### src/rtl/pwm_source_arbiter.sv
// pwm_source_arbiter
//   Chooses, per servo channel, between the RC receiver and the SD-card
//   autopilot as the source of the PWM pulse-width word. The operating mode
//   (MANUAL / CRITICAL / AUTO / FAILSAFE) comes from two debounced pilot
//   switches and from a receiver-loss watchdog. Mode and outputs only change
//   on a frame_tick, so a PWM frame is never split between two sources.
//
// Ports
//   clk_i          clock, all state on the rising edge
//   rst_i          asynchronous active-high reset
//   auto_req_i     raw autopilot switch (asynchronous)
//   critical_req_i raw critical-mode switch (asynchronous)
//   rec_data_i     receiver words, channel i at [i*WIDTH +: WIDTH]
//   rec_valid_i    one-cycle strobe, rec_data_i holds a new frame
//   sd_data_i      autopilot words, same packing
//   sd_valid_i     one-cycle strobe, sd_data_i holds a new frame
//   frame_tick_i   one-cycle strobe at the start of each output frame
//   out_data_o     registered arbitrated words
//   mode_o         00 MANUAL, 01 CRITICAL, 10 AUTO, 11 FAILSAFE
//   rec_lost_o     receiver watchdog saturated
module pwm_source_arbiter #(
    parameter int                 NUM_CH      = 6,
    parameter int                 WIDTH       = 12,
    parameter int                 DEBOUNCE    = 3,
    parameter int                 REC_TIMEOUT = 50000,
    parameter int                 NEUTRAL     = 1500,
    parameter logic [NUM_CH-1:0]  MANUAL_MASK = 6'b110000,
    parameter logic [NUM_CH-1:0]  CRIT_MASK   = 6'b001001,
    parameter logic [NUM_CH-1:0]  AUTO_MASK   = 6'b111111
) (
    input  logic                    clk_i,
    input  logic                    rst_i,
    input  logic                    auto_req_i,
    input  logic                    critical_req_i,
    input  logic [NUM_CH*WIDTH-1:0] rec_data_i,
    input  logic                    rec_valid_i,
    input  logic [NUM_CH*WIDTH-1:0] sd_data_i,
    input  logic                    sd_valid_i,
    input  logic                    frame_tick_i,
    output logic [NUM_CH*WIDTH-1:0] out_data_o,
    output logic [1:0]              mode_o,
    output logic                    rec_lost_o
);

    typedef enum logic [1:0] {
        MODE_MANUAL   = 2'b00,
        MODE_CRITICAL = 2'b01,
        MODE_AUTO     = 2'b10,
        MODE_FAILSAFE = 2'b11
    } mode_e;

    localparam int                       CNT_W       = $clog2(DEBOUNCE + 1);
    localparam int                       TMR_W       = $clog2(REC_TIMEOUT + 1);
    localparam logic [CNT_W-1:0]         DEB_MAX     = CNT_W'(DEBOUNCE);
    localparam logic [TMR_W-1:0]         TMR_MAX     = TMR_W'(REC_TIMEOUT);
    localparam logic [WIDTH-1:0]         NEUTRAL_W   = WIDTH'(NEUTRAL);
    localparam logic [NUM_CH*WIDTH-1:0]  NEUTRAL_BUS = {NUM_CH{NEUTRAL_W}};

    logic                    auto_s1_q, auto_s2_q, crit_s1_q, crit_s2_q;
    logic [NUM_CH*WIDTH-1:0] rec_hold_q, sd_hold_q;
    logic [NUM_CH*WIDTH-1:0] out_data_q, out_data_d;
    logic [TMR_W-1:0]        timer_q;
    logic [CNT_W-1:0]        cnt_q, cnt_d;
    mode_e                   mode_q, mode_d, cand_q, cand_d, req_mode;
    logic                    rec_lost;
    logic                    deb_done;
    logic [NUM_CH-1:0]       sel_mask;

    // Two-flop synchronisers for the pilot switches.
    always_ff @(posedge clk_i or posedge rst_i) begin
        if (rst_i) begin
            auto_s1_q <= 1'b0;
            auto_s2_q <= 1'b0;
            crit_s1_q <= 1'b0;
            crit_s2_q <= 1'b0;
        end else begin
            auto_s1_q <= auto_req_i;
            auto_s2_q <= auto_s1_q;
            crit_s1_q <= critical_req_i;
            crit_s2_q <= crit_s1_q;
        end
    end

    // Source holding registers and receiver watchdog. A valid strobe wins
    // over saturation, so rec_lost falls the cycle after a frame arrives.
    always_ff @(posedge clk_i or posedge rst_i) begin
        if (rst_i) begin
            rec_hold_q <= NEUTRAL_BUS;
            sd_hold_q  <= NEUTRAL_BUS;
            timer_q    <= '0;
        end else begin
            if (rec_valid_i) rec_hold_q <= rec_data_i;
            if (sd_valid_i)  sd_hold_q  <= sd_data_i;
            if (rec_valid_i)
                timer_q <= '0;
            else if (timer_q != TMR_MAX)
                timer_q <= timer_q + 1'b1;
        end
    end

    assign rec_lost = (timer_q == TMR_MAX);

    // Auto switch dominates the critical switch.
    always_comb begin
        req_mode = MODE_MANUAL;
        if (auto_s2_q)
            req_mode = MODE_AUTO;
        else if (crit_s2_q)
            req_mode = MODE_CRITICAL;
    end

    // Debounce candidate/counter, advanced only once per frame.
    always_comb begin
        cand_d = cand_q;
        cnt_d  = cnt_q;
        if (frame_tick_i) begin
            if (req_mode == cand_q) begin
                if (cnt_q != DEB_MAX) cnt_d = cnt_q + 1'b1;
            end else begin
                cand_d = req_mode;
                cnt_d  = CNT_W'(1);
            end
        end
    end

    // Counter saturates at DEBOUNCE, so equality means "held long enough".
    assign deb_done = (cnt_d == DEB_MAX);

    // Mode transitions. Receiver loss forces FAILSAFE from the pilot-flown
    // modes only; the autopilot does not need the receiver.
    always_comb begin
        mode_d = mode_q;
        if (frame_tick_i) begin
            case (mode_q)
                MODE_MANUAL, MODE_CRITICAL: begin
                    if (rec_lost)
                        mode_d = MODE_FAILSAFE;
                    else if (deb_done && cand_d != mode_q)
                        mode_d = cand_d;
                end
                MODE_AUTO: begin
                    if (deb_done && cand_d != mode_q)
                        mode_d = cand_d;
                end
                MODE_FAILSAFE: begin
                    if (!rec_lost && deb_done)
                        mode_d = cand_d;
                end
                default: mode_d = MODE_MANUAL;
            endcase
        end
    end

    // Per-channel mux driven by the mode that takes effect this frame; the
    // holding registers are read before any same-cycle valid update.
    always_comb begin
        case (mode_d)
            MODE_MANUAL:   sel_mask = MANUAL_MASK;
            MODE_CRITICAL: sel_mask = CRIT_MASK;
            MODE_AUTO:     sel_mask = AUTO_MASK;
            default:       sel_mask = '1;
        endcase
        out_data_d = out_data_q;
        if (frame_tick_i) begin
            for (int i = 0; i < NUM_CH; i++) begin
                out_data_d[i*WIDTH +: WIDTH] = sel_mask[i] ? sd_hold_q[i*WIDTH +: WIDTH]
                                                           : rec_hold_q[i*WIDTH +: WIDTH];
            end
        end
    end

    // Mode FSM state and its registered outputs.
    always_ff @(posedge clk_i or posedge rst_i) begin
        if (rst_i) begin
            mode_q     <= MODE_MANUAL;
            cand_q     <= MODE_MANUAL;
            cnt_q      <= DEB_MAX;
            out_data_q <= NEUTRAL_BUS;
        end else begin
            mode_q     <= mode_d;
            cand_q     <= cand_d;
            cnt_q      <= cnt_d;
            out_data_q <= out_data_d;
        end
    end

    assign out_data_o = out_data_q;
    assign mode_o     = mode_q;
    assign rec_lost_o = rec_lost;

endmodule
### config.mk
export PLATFORM = sky130hd
export DESIGN_NAME = pwm_source_arbiter
export DESIGN_NICKNAME = d
export VERILOG_FILES = /design/src/rtl/pwm_source_arbiter.sv
export SDC_FILE = /design/constraint.sdc
export NUM_CORES = 1
export LEC_CHECK = 0
export ABC_AREA = 1
export BUFFER_PORTS_ARGS = -buffer_cell sky130_fd_sc_hd__buf_2
export CAP_MARGIN = 0
export CORE_UTILIZATION = 28
export DETAILED_ROUTE_END_ITERATION = 7
export GPL_ROUTABILITY_DRIVEN = 0
export HOLD_SLACK_MARGIN = 0.03
export PLACE_DENSITY = 0.46
export SLEW_MARGIN = 20
export SYNTH_ARGS = -nofsm -noshare
export SYNTH_HDL_FRONTEND = slang
export SYNTH_SLANG_ARGS = --single-unit
### constraint.sdc
create_clock -name clk_i -period 26.2 [get_ports clk_i]
set_clock_uncertainty 0.15 [all_clocks]
set_input_delay 6.55 -clock clk_i [delete_from_list [all_inputs] [get_ports clk_i]]
set_output_delay 6.55 -clock clk_i [all_outputs]
set_load 0.05 [all_outputs]
; ---- Yosys cells after proc, flatten, opt, wreduce, memory -nomap -nowiden
; Index checks and enable logic that the tools add are counted.
[totals]
in_bits = 151
output_inout_bits = 75
reg_bits = 242
elab_cells = 51
[op_classes]
muxes = 21
reduce_logical = 7
addsub = 2
eq_ne = 10
[op_table]
columns = op, count
row1 = $mux 12, 6
row2 = $mux 16, 2
row3 = $mux 2, 10
row4 = $add 16x1->16 const B, 1
row5 = $eq 16x16->1 const B, 1
row6 = $ne 16x16->1 const B, 1
row7 = $pmux 6 s2, 1
row8 = $eq 2x2->1 const B, 3
row9 = $pmux 2 s3, 1
row10 = $eq 2x1->1 const B, 2
row11 = $logic_not 2->1, 2
row12 = $add 2x1->2 const B, 1
row13 = $eq 2x2->1, 1
row14 = $logic_and 1x1->1, 2
row15 = $ne 2x2->1, 1
row16 = $ne 2x2->1 const B, 1
row17 = $reduce_bool 2->1, 1
row18 = $reduce_or 2->1, 1
row19 = $logic_not 1->1, 1
row20 = $mux 1, 1

; ---- Depth between registers and ports, before layout
; Gate-level depths: netlist (run 1).
[depth]
depth_word = 14
ltp_mapped = 19
depth_no_buf = 18

; ---- Worst setup path before layout (run 1)
; No wires, ideal clock.
[synth_timing]
path_type = input-to-reg
from = input port frame_tick_i
to = register out_data_q[0], in the netlist out_data_o[0]
required_ns = 25.932
n_path_buf = 3
arrival_ns = 7.952
slack_ns = 17.980
setup_time_ns = 0.118
cell_stages = 15
path_cell_list = buf_6 nor2_2 a21oi_4 nand2_1 nand2_1 nand2_1 nand3_1 nand2_1 nand3_2 nand2_2 buf_2 buf_4 nand3_1 nand3_1 nand2_1
[synth_between]
elab_chain_len = 10
elab_cells_between_ends = 15
cone_classes = 3 x eq/ne / 9 x mux / 3 x reduce/logical
[synth_rtl]
columns = item, line_no
row1 = "start, declared", 39  ; input logic frame_tick_i,
row2 = $mux 2 (*), 116  ; if (frame_tick_i) begin
row3 = named net cand_d[0], 64  ; mode_e mode_q, mode_d, cand_q, cand_d, req_mode;
row4 = $ne 2x2->1, "138, 142"
row5 = $logic_and 1x1->1, "138, 142"
row6 = $mux 2, "138, 142"
row7 = $mux 2, 136  ; if (rec_lost)
row8 = $pmux 2 s3 (*), 134  ; case (mode_q)
row9 = $mux 2 (*), 133  ; if (frame_tick_i) begin
row10 = $eq 2x1->1 / $logic_not 2->1 (equally long branches), 157  ; case (mode_d)
row11 = $pmux 6 s2 (*), 157
row12 = $mux 12 (*), 166  ; out_data_d[i*WIDTH +: WIDTH] = sel_mask[i] ? sd_hold_q[i*WIDTH +: WIDTH]
row13 = "end signal, assigned", 183  ; out_data_q <= out_data_d;
row14 = "end, declared", 61  ; logic [NUM_CH*WIDTH-1:0] out_data_q, out_data_d;
; The timed path passes the listed nets; every way through them passes the cells marked *.
; A chain may end at the register's enable or synchronous reset.

; ---- Worst setup path in the final report (run 1)
[layout_timing]
from = input port frame_tick_i
to = register out_data_q[68], in the netlist out_data_o[68]
[layout_between]
elab_chain_len = 10
elab_cells_between_ends = 15
cone_classes = 3 x eq/ne / 9 x mux / 3 x reduce/logical
[layout_rtl]
columns = item, line_no
row1 = $mux 2, 116
row2 = $eq 2x2->1 / $ne 2x2->1 (equally long branches), "127, 138, 142"
row3 = $logic_and 1x1->1, "138, 142"
row4 = $mux 2, "138, 142"
row5 = $mux 2, 136
row6 = $pmux 2 s3, 134
row7 = $mux 2, 133
row8 = $eq 2x1->1 / $logic_not 2->1 (equally long branches), 157
row9 = $pmux 6 s2, 157
row10 = $mux 12, 166
; Several ways; a longest one is shown, not always the timed one.

==> results.sh, run 1 <==
export IMPL_syn_to_final_growth_pct=24.32
export IMPL_hold_viol_final=0
export IMPL_cts_sinks=242
export IMPL_cap_violations=0
export IMPL_synthesis_area_um2=10560
export IMPL_cp_common_cell="nand2_1"
export IMPL_vias=8638
export IMPL_vdd_drop_max_mv=0.04959
export IMPL_syn_avg_cell_area_um2=8.465
export IMPL_crit_chain="buf_2 -> buf_4 -> nand2_1 -> nor2_1 -> nand3_1 -> nand2_1 -> nor2_4 -> a21oi_1 -> nand3_2 -> nand2_2 -> buf_4 -> nand3_2 -> nand2_1 -> nand3_1 -> nand2_1"
export IMPL_final_cell_mix="431 x nand2_1, 223 x buf_2, 156 x o21ai_0"
export IMPL_dp_cells=1916
export IMPL_setup_viol=0
export IMPL_drc=0
export IMPL_min_path_type="flip-flop to flip-flop"
export IMPL_drive_above_1_share_pct=28.70
export IMPL_cts_made_buffers=30
export IMPL_initial_core_util_pct=28.65
export IMPL_synthCells=1248
export IMPL_yosysWarnings=0
export IMPL_clk_latency_ps=550
export IMPL_postSynthNetCount=1401
export IMPL_fin_crit_ps=10310
export IMPL_nNetsFinal=1597
export IMPL_rows=70
export IMPL_p_leak_nw=6.628
export IMPL_worst_pin_slew_ps=1027
export IMPL_cp_num_buf_inv=3
export IMPL_status="completed"
export IMPL_coreArea_um2=36870
export IMPL_design_area_um2=13130
export IMPL_cp_required_ps=26530
export IMPL_fp_dieH_um=196.2
export IMPL_cts_tree="done"
export IMPL_die_area_um2=38510
export IMPL_synth_yosys_seq_area_share_pct=58.84
export IMPL_clk_pin_slew_ps=50
export IMPL_rsz0062_at_grt="false"
export IMPL_post_cts_buffers=0
export IMPL_crit_arrival_ps=10640
export IMPL_fmax_ghz=0.09698
export IMPL_cts_htree_levels=1
export IMPL_critPathMaxStageDelay_ps=730
export IMPL_ys_flop_type="dfstp_2"
export IMPL_powerDensity_nw_per_um2=100.4
export IMPL_crit_fanout=59
export IMPL_drt_vias_per_instance=4.376
export IMPL_critPathLaunchType="input port"
export IMPL_fin_crit_sh_pct=39.36
export IMPL_synth_seq_cells=242
export IMPL_finalWorstSetupSlack_ps=15890
export IMPL_cp_slowest_cell="nand3_2"
export IMPL_grt_pass1_vias=8593
export IMPL_grt_overflow=0
export IMPL_fin_cells=1974
export IMPL_grt_max_degree=120
export IMPL_critPathTopFamily="simple AND/OR/NAND/NOR gates"
export IMPL_multi_input_area_um2=3473
export IMPL_yosys_cell_types_count=31
export IMPL_first_pass_iters=4
export IMPL_total_power_mw=1.319
export IMPL_root_buffer="clkbuf_16"
export IMPL_wirelength_um=30130
export IMPL_cts_repair_resized=0
export IMPL_final_common_cell="nand2_1"
export IMPL_grt_antenna_before_repair=11
export IMPL_pre_cts_slack_ps=15250
export IMPL_final_fill_count=3869
export IMPL_grt_pass1_wl_um=48380
export IMPL_finalSetupTns_ps=0
export IMPL_port_buffers=225
export IMPL_hold_buffers=0
export IMPL_synthArstFlopShare_pct=100.0
export IMPL_dp_hpwl_um=19250
export IMPL_slew_violations=0
export IMPL_drtIter0Drc=362
export IMPL_cp_end_kind="flip-flop"
export IMPL_ant_nets=0
export IMPL_cts_buffer_depth=3
export IMPL_regArea_um2=6216
export IMPL_place_area_um2=12100
export IMPL_synth_edff_count=0
export IMPL_critPathKind="input port to flip-flop"
export IMPL_io_pins=226
export IMPL_dieWidth_um=196.2
export IMPL_max_slew_margin_pct=31.55
export IMPL_grt_use_total_pct=15.73
export IMPL_routedWlPerCell_um=15.26
## power breakdown
| group | switching, mW | leakage (nW) | total [mW] | internal (mW) |
|---|---|---|---|---|
| logic | 0.309 | 3.37 | 0.397 | 0.0877 |
| clock network | 0.158 | 0.503 | 0.426 | 0.268 |
| registers | 0.0351 | 2.75 | 0.496 | 0.461 |
| total | 0.502 | 6.63 | 1.32 | 0.816 |
## flip-flops by register name (all words and copies together) (netlist names)
signal,flops
auto_s1_q,1
auto_s2_q,1
cand_q,2
cnt_q,2
crit_s1_q,1
crit_s2_q,1
mode_o,2
out_data_o,72
rec_hold_q,72
sd_hold_q,72
timer_q,16
## cell type report
class / count / share of cell area, %
tap: 504 / 4.802
multi-input combinational: 783 / 26.45
timing repair buffer: 233 / 9.070
clock buffer: 50 / 7.060
clock inverter: 5 / 0.7622
antenna: 3 / 0.05716
inverter: 154 / 4.468
sequential: 242 / 47.33
## synthesized netlist by cell type, types with 2 or more instances
library cell | count | area [um^2]
inv_1 | 152 | 570.6
clkbuf_1 | 51 | 191.4
a21oi_1 | 40 | 200.2
buf_2 | 11 | 55.05
nor3_1 | 2 | 10.01
nand2_1 | 432 | 1622
nand3_2 | 2 | 20.02
nand4_1 | 29 | 181.4
inv_2 | 2 | 7.510
buf_6 | 3 | 33.78
o21ai_0 | 156 | 780.8
nand2_2 | 3 | 18.77
ha_1 | 2 | 25.02
nand3_1 | 87 | 435.4
dfstp_2 | 128 | 3363
nor2_1 | 18 | 67.56
dfrtp_1 | 114 | 2853
buf_1 | 3 | 11.26
## stage by stage
step | util, % | hold slack (ps)
2_1_floorplan | - | 181.2
3_3_place_gp | 32.80 | 186.8
3_5_place_dp | 32.80 | 185.8
4_1_cts | 35.59 | 199.2
5_1_grt | 35.60 | 199.5
6_report | 35.62 | 196.3
## worst paths after layout
| check | start | to | slack, ps | cells after the start |
|---|---|---|---|---|
| hold reg to reg | auto_s1_q | auto_s2_q | 200 | 0 |
| setup / recovery | frame_tick_i | out_data_o[68] | 15890 | 15 |
| min in group asynchronous | rst_i | rec_hold_q[13] | 6030 | 2 |
| hold / removal | auto_s1_q | auto_s2_q | 200 | 0 |
| max in group asynchronous | rst_i | sd_hold_q[53] | 18460 | 3 |
| setup reg to reg | auto_s2_q | out_data_o[68] | 22150 | 16 |
## routing by layer
layer / track usage, % / share of wire [%] / vias up
li1: - / - / 4314
met1: 22.83 / 49 / 4040
met2: 22.95 / 42 / 211
met3: 4.762 / 7.6 / 57
met4: 3.125 / 1.5 / 16
met5: 0 / 0.31 / -
## kinds of logic (layout without fill, tap and decap cells)
family                   count (synthesis)  in the layout  synth area share, %
adder cells (fa/ha/maj)                  2              2               0.2368
other                                    0              3                    0
AO/OA/AOI/OAI                          200            200                9.641
AND/OR/NAND/NOR                        581            581                22.98
flip-flops                             242            242                58.84
buffers and inverters                  223            442                8.303
Note: power is estimated with default switching activity, not from simulation.
==> run 2: changes to the inputs <==
clock period = 9.9 ns   (was 26.2 ns; I/O delays follow)
==> results.sh, run 2 (synthesis gave the netlist of run 1 again) <==
export IMPL_status="completed"
export IMPL_pwr_share_comb_pct=30.1
export IMPL_post_cts_buffers=0
export IMPL_grt_overflow=0
export IMPL_clk_latency_ps=560
export IMPL_design_area_um2=13140
export IMPL_fp_dieH_um=196.2
export IMPL_rows=70
export IMPL_finalWorstSetupSlack_ps=3723
export IMPL_critPathTopFamily="simple AND/OR/NAND/NOR gates"
export IMPL_powerDensity_nw_per_um2=265.1
export IMPL_cap_violations=0
export IMPL_ant_nets=0
export IMPL_root_buffer="clkbuf_16"
export IMPL_reg2reg_slack_ps=5670
export IMPL_fin_crit_ps=6177
export IMPL_cts_sinks=242
export IMPL_cts_repair_resized=0
export IMPL_grt_antenna_before_repair=12
export IMPL_port_buffers=225
export IMPL_swShare_pct=38.20
export IMPL_drt_vias_per_instance=4.410
export IMPL_cp_num_buf_inv=2
export IMPL_finalSetupTns_ps=0
export IMPL_wirelength_um=29780
export IMPL_routedWlPerCell_um=15.07
export IMPL_cts_tree="done"
export IMPL_grt_pass1_vias=8707
export IMPL_clockPowerShare_pct=32.3
export IMPL_first_pass_iters=5
export IMPL_p_leak_nw=6.634
export IMPL_use_met3_pct=4.435
export IMPL_cts_htree_levels=1
export IMPL_final_cell_mix="432 x nand2_1, 223 x buf_2, 156 x o21ai_0"
export IMPL_hold_viol_final=0
export IMPL_fmax_ghz=0.1619
export IMPL_final_common_cell="nand2_1"
export IMPL_utilization_pct=35.64
export IMPL_seqPwrFrac_pct=37.6
export IMPL_fin_hold_ws_ps=236.8
export IMPL_fin_crit_sh_pct=62.40
export IMPL_met2_usage_pct=22.95
export IMPL_die_area_um2=38510
export IMPL_use_met1_pct=22.70
export IMPL_io_pins=226
export IMPL_rsz0062_at_grt="false"
export IMPL_pre_cts_slack_ps=3026
export IMPL_place_area_um2=12100
export IMPL_max_slew_margin_pct=28.81
export IMPL_critPathMaxStageDelay_ps=980
export IMPL_drc=0
export IMPL_drtIter0Drc=455
export IMPL_switchingPower_mw=1.331
export IMPL_clk_pin_slew_ps=60
export IMPL_dp_hpwl_um=19420
export IMPL_cts_buffer_depth=3
export IMPL_crit_chain="buf_2 -> buf_4 -> nand2_1 -> a21oi_1 -> nand3_2 -> nand2_2 -> nand3_2 -> nand2_1 -> nand3_1 -> nand2_1"
export IMPL_vdd_drop_max_mv=0.1228
export IMPL_cp_slowest_cell="nand2_2"
export IMPL_cp_required_ps=10230
export IMPL_final_fill_count=3892
export IMPL_cts_made_buffers=30
export IMPL_grt_use_total_pct=15.62
export IMPL_drive_above_1_share_pct=28.77
export IMPL_dp_cells=1915
export IMPL_p_int_mw=2.153
export IMPL_nNetsFinal=1596
export IMPL_regArea_um2=6216
export IMPL_fin_cells=1976
export IMPL_initial_core_util_pct=28.65
export IMPL_worst_pin_slew_ps=1065
export IMPL_grt_pass1_wl_um=48070
export IMPL_min_path_type="flip-flop to flip-flop"
export IMPL_multi_input_area_um2=3471
export IMPL_cp_end_kind="flip-flop"
export IMPL_syn_to_final_growth_pct=24.41
export IMPL_vias=8714
export IMPL_crit_arrival_ps=6510
export IMPL_critPathKind="input port to flip-flop"
export IMPL_hold_buffers=0
export IMPL_coreArea_um2=36870
export IMPL_dieWidth_um=196.2
export IMPL_total_power_mw=3.484
export IMPL_critPathLaunchType="input port"
export IMPL_busiest_layer="met2"
export IMPL_grt_max_degree=133
export IMPL_setup_viol=0
export IMPL_crit_fanout=49
export IMPL_slew_violations=0
export IMPL_cp_common_cell="nand2_1"
[run 2: final cells by class]
class | count | area share [%]
Multi-Input combinational cell | 783 | 26.41
Antenna cell | 5 | 0.09520
Clock inverter | 9 | 0.9425
Timing Repair Buffer | 232 | 9.101
Sequential cell | 242 | 47.30
Inverter | 154 | 4.465
Tap cell | 504 | 4.798
Clock buffer | 47 | 6.893
[run 2: per-layer routing]
| metal | wire length, um | vias to the layer above | share of wire, % |
|---|---|---|---|
| met4 | 508 | 14 | 1.7 |
| met5 | 92 | - | 0.31 |
| li1 | - | 4328 | - |
| met1 | 14360 | 4053 | 48 |
| met3 | 2370 | 54 | 8.0 |
| met2 | 12440 | 265 | 42 |
[run 2: worst paths after layout]
check | start | end | cells after the start
worst max-delay path | frame_tick_i | out_data_o[64] | 10
worst min-delay path | auto_s1_q | auto_s2_q | 0
worst max register to register | auto_s2_q | out_data_o[64] | 15
worst min register to register | auto_s1_q | auto_s2_q | 0
max in group asynchronous | rst_i | out_data_o[41] | 3
min in group asynchronous | rst_i | out_data_o[12] | 2
[run 2: power by group through the flow]
stage / Sequential [mW] / Combinational (mW) / Clock (mW)
after floorplan: 1.70 / 0.403 / 0
after global placement: 1.33 / 1.06 / 0
after detailed placement: 1.32 / 1.06 / 0
after CTS: 1.31 / 1.07 / 1.16
after global routing: 1.33 / 1.15 / 1.20
final: 1.31 / 1.05 / 1.13
[run 2: worst reg2reg max path: stages (launching register included)]
cell and delay, ps:
dfrtp_1 380, inv_2 90, nand2_2 90, nand2_1 70
nand2_1 50, nand3_1 60, nand2_1 100, nor2_4 190
nand3_1 90, nand2_1 90, nand3_2 750, nand2_2 980
nand3_2 650, nand2_1 230, nand3_1 90, nand2_1 80
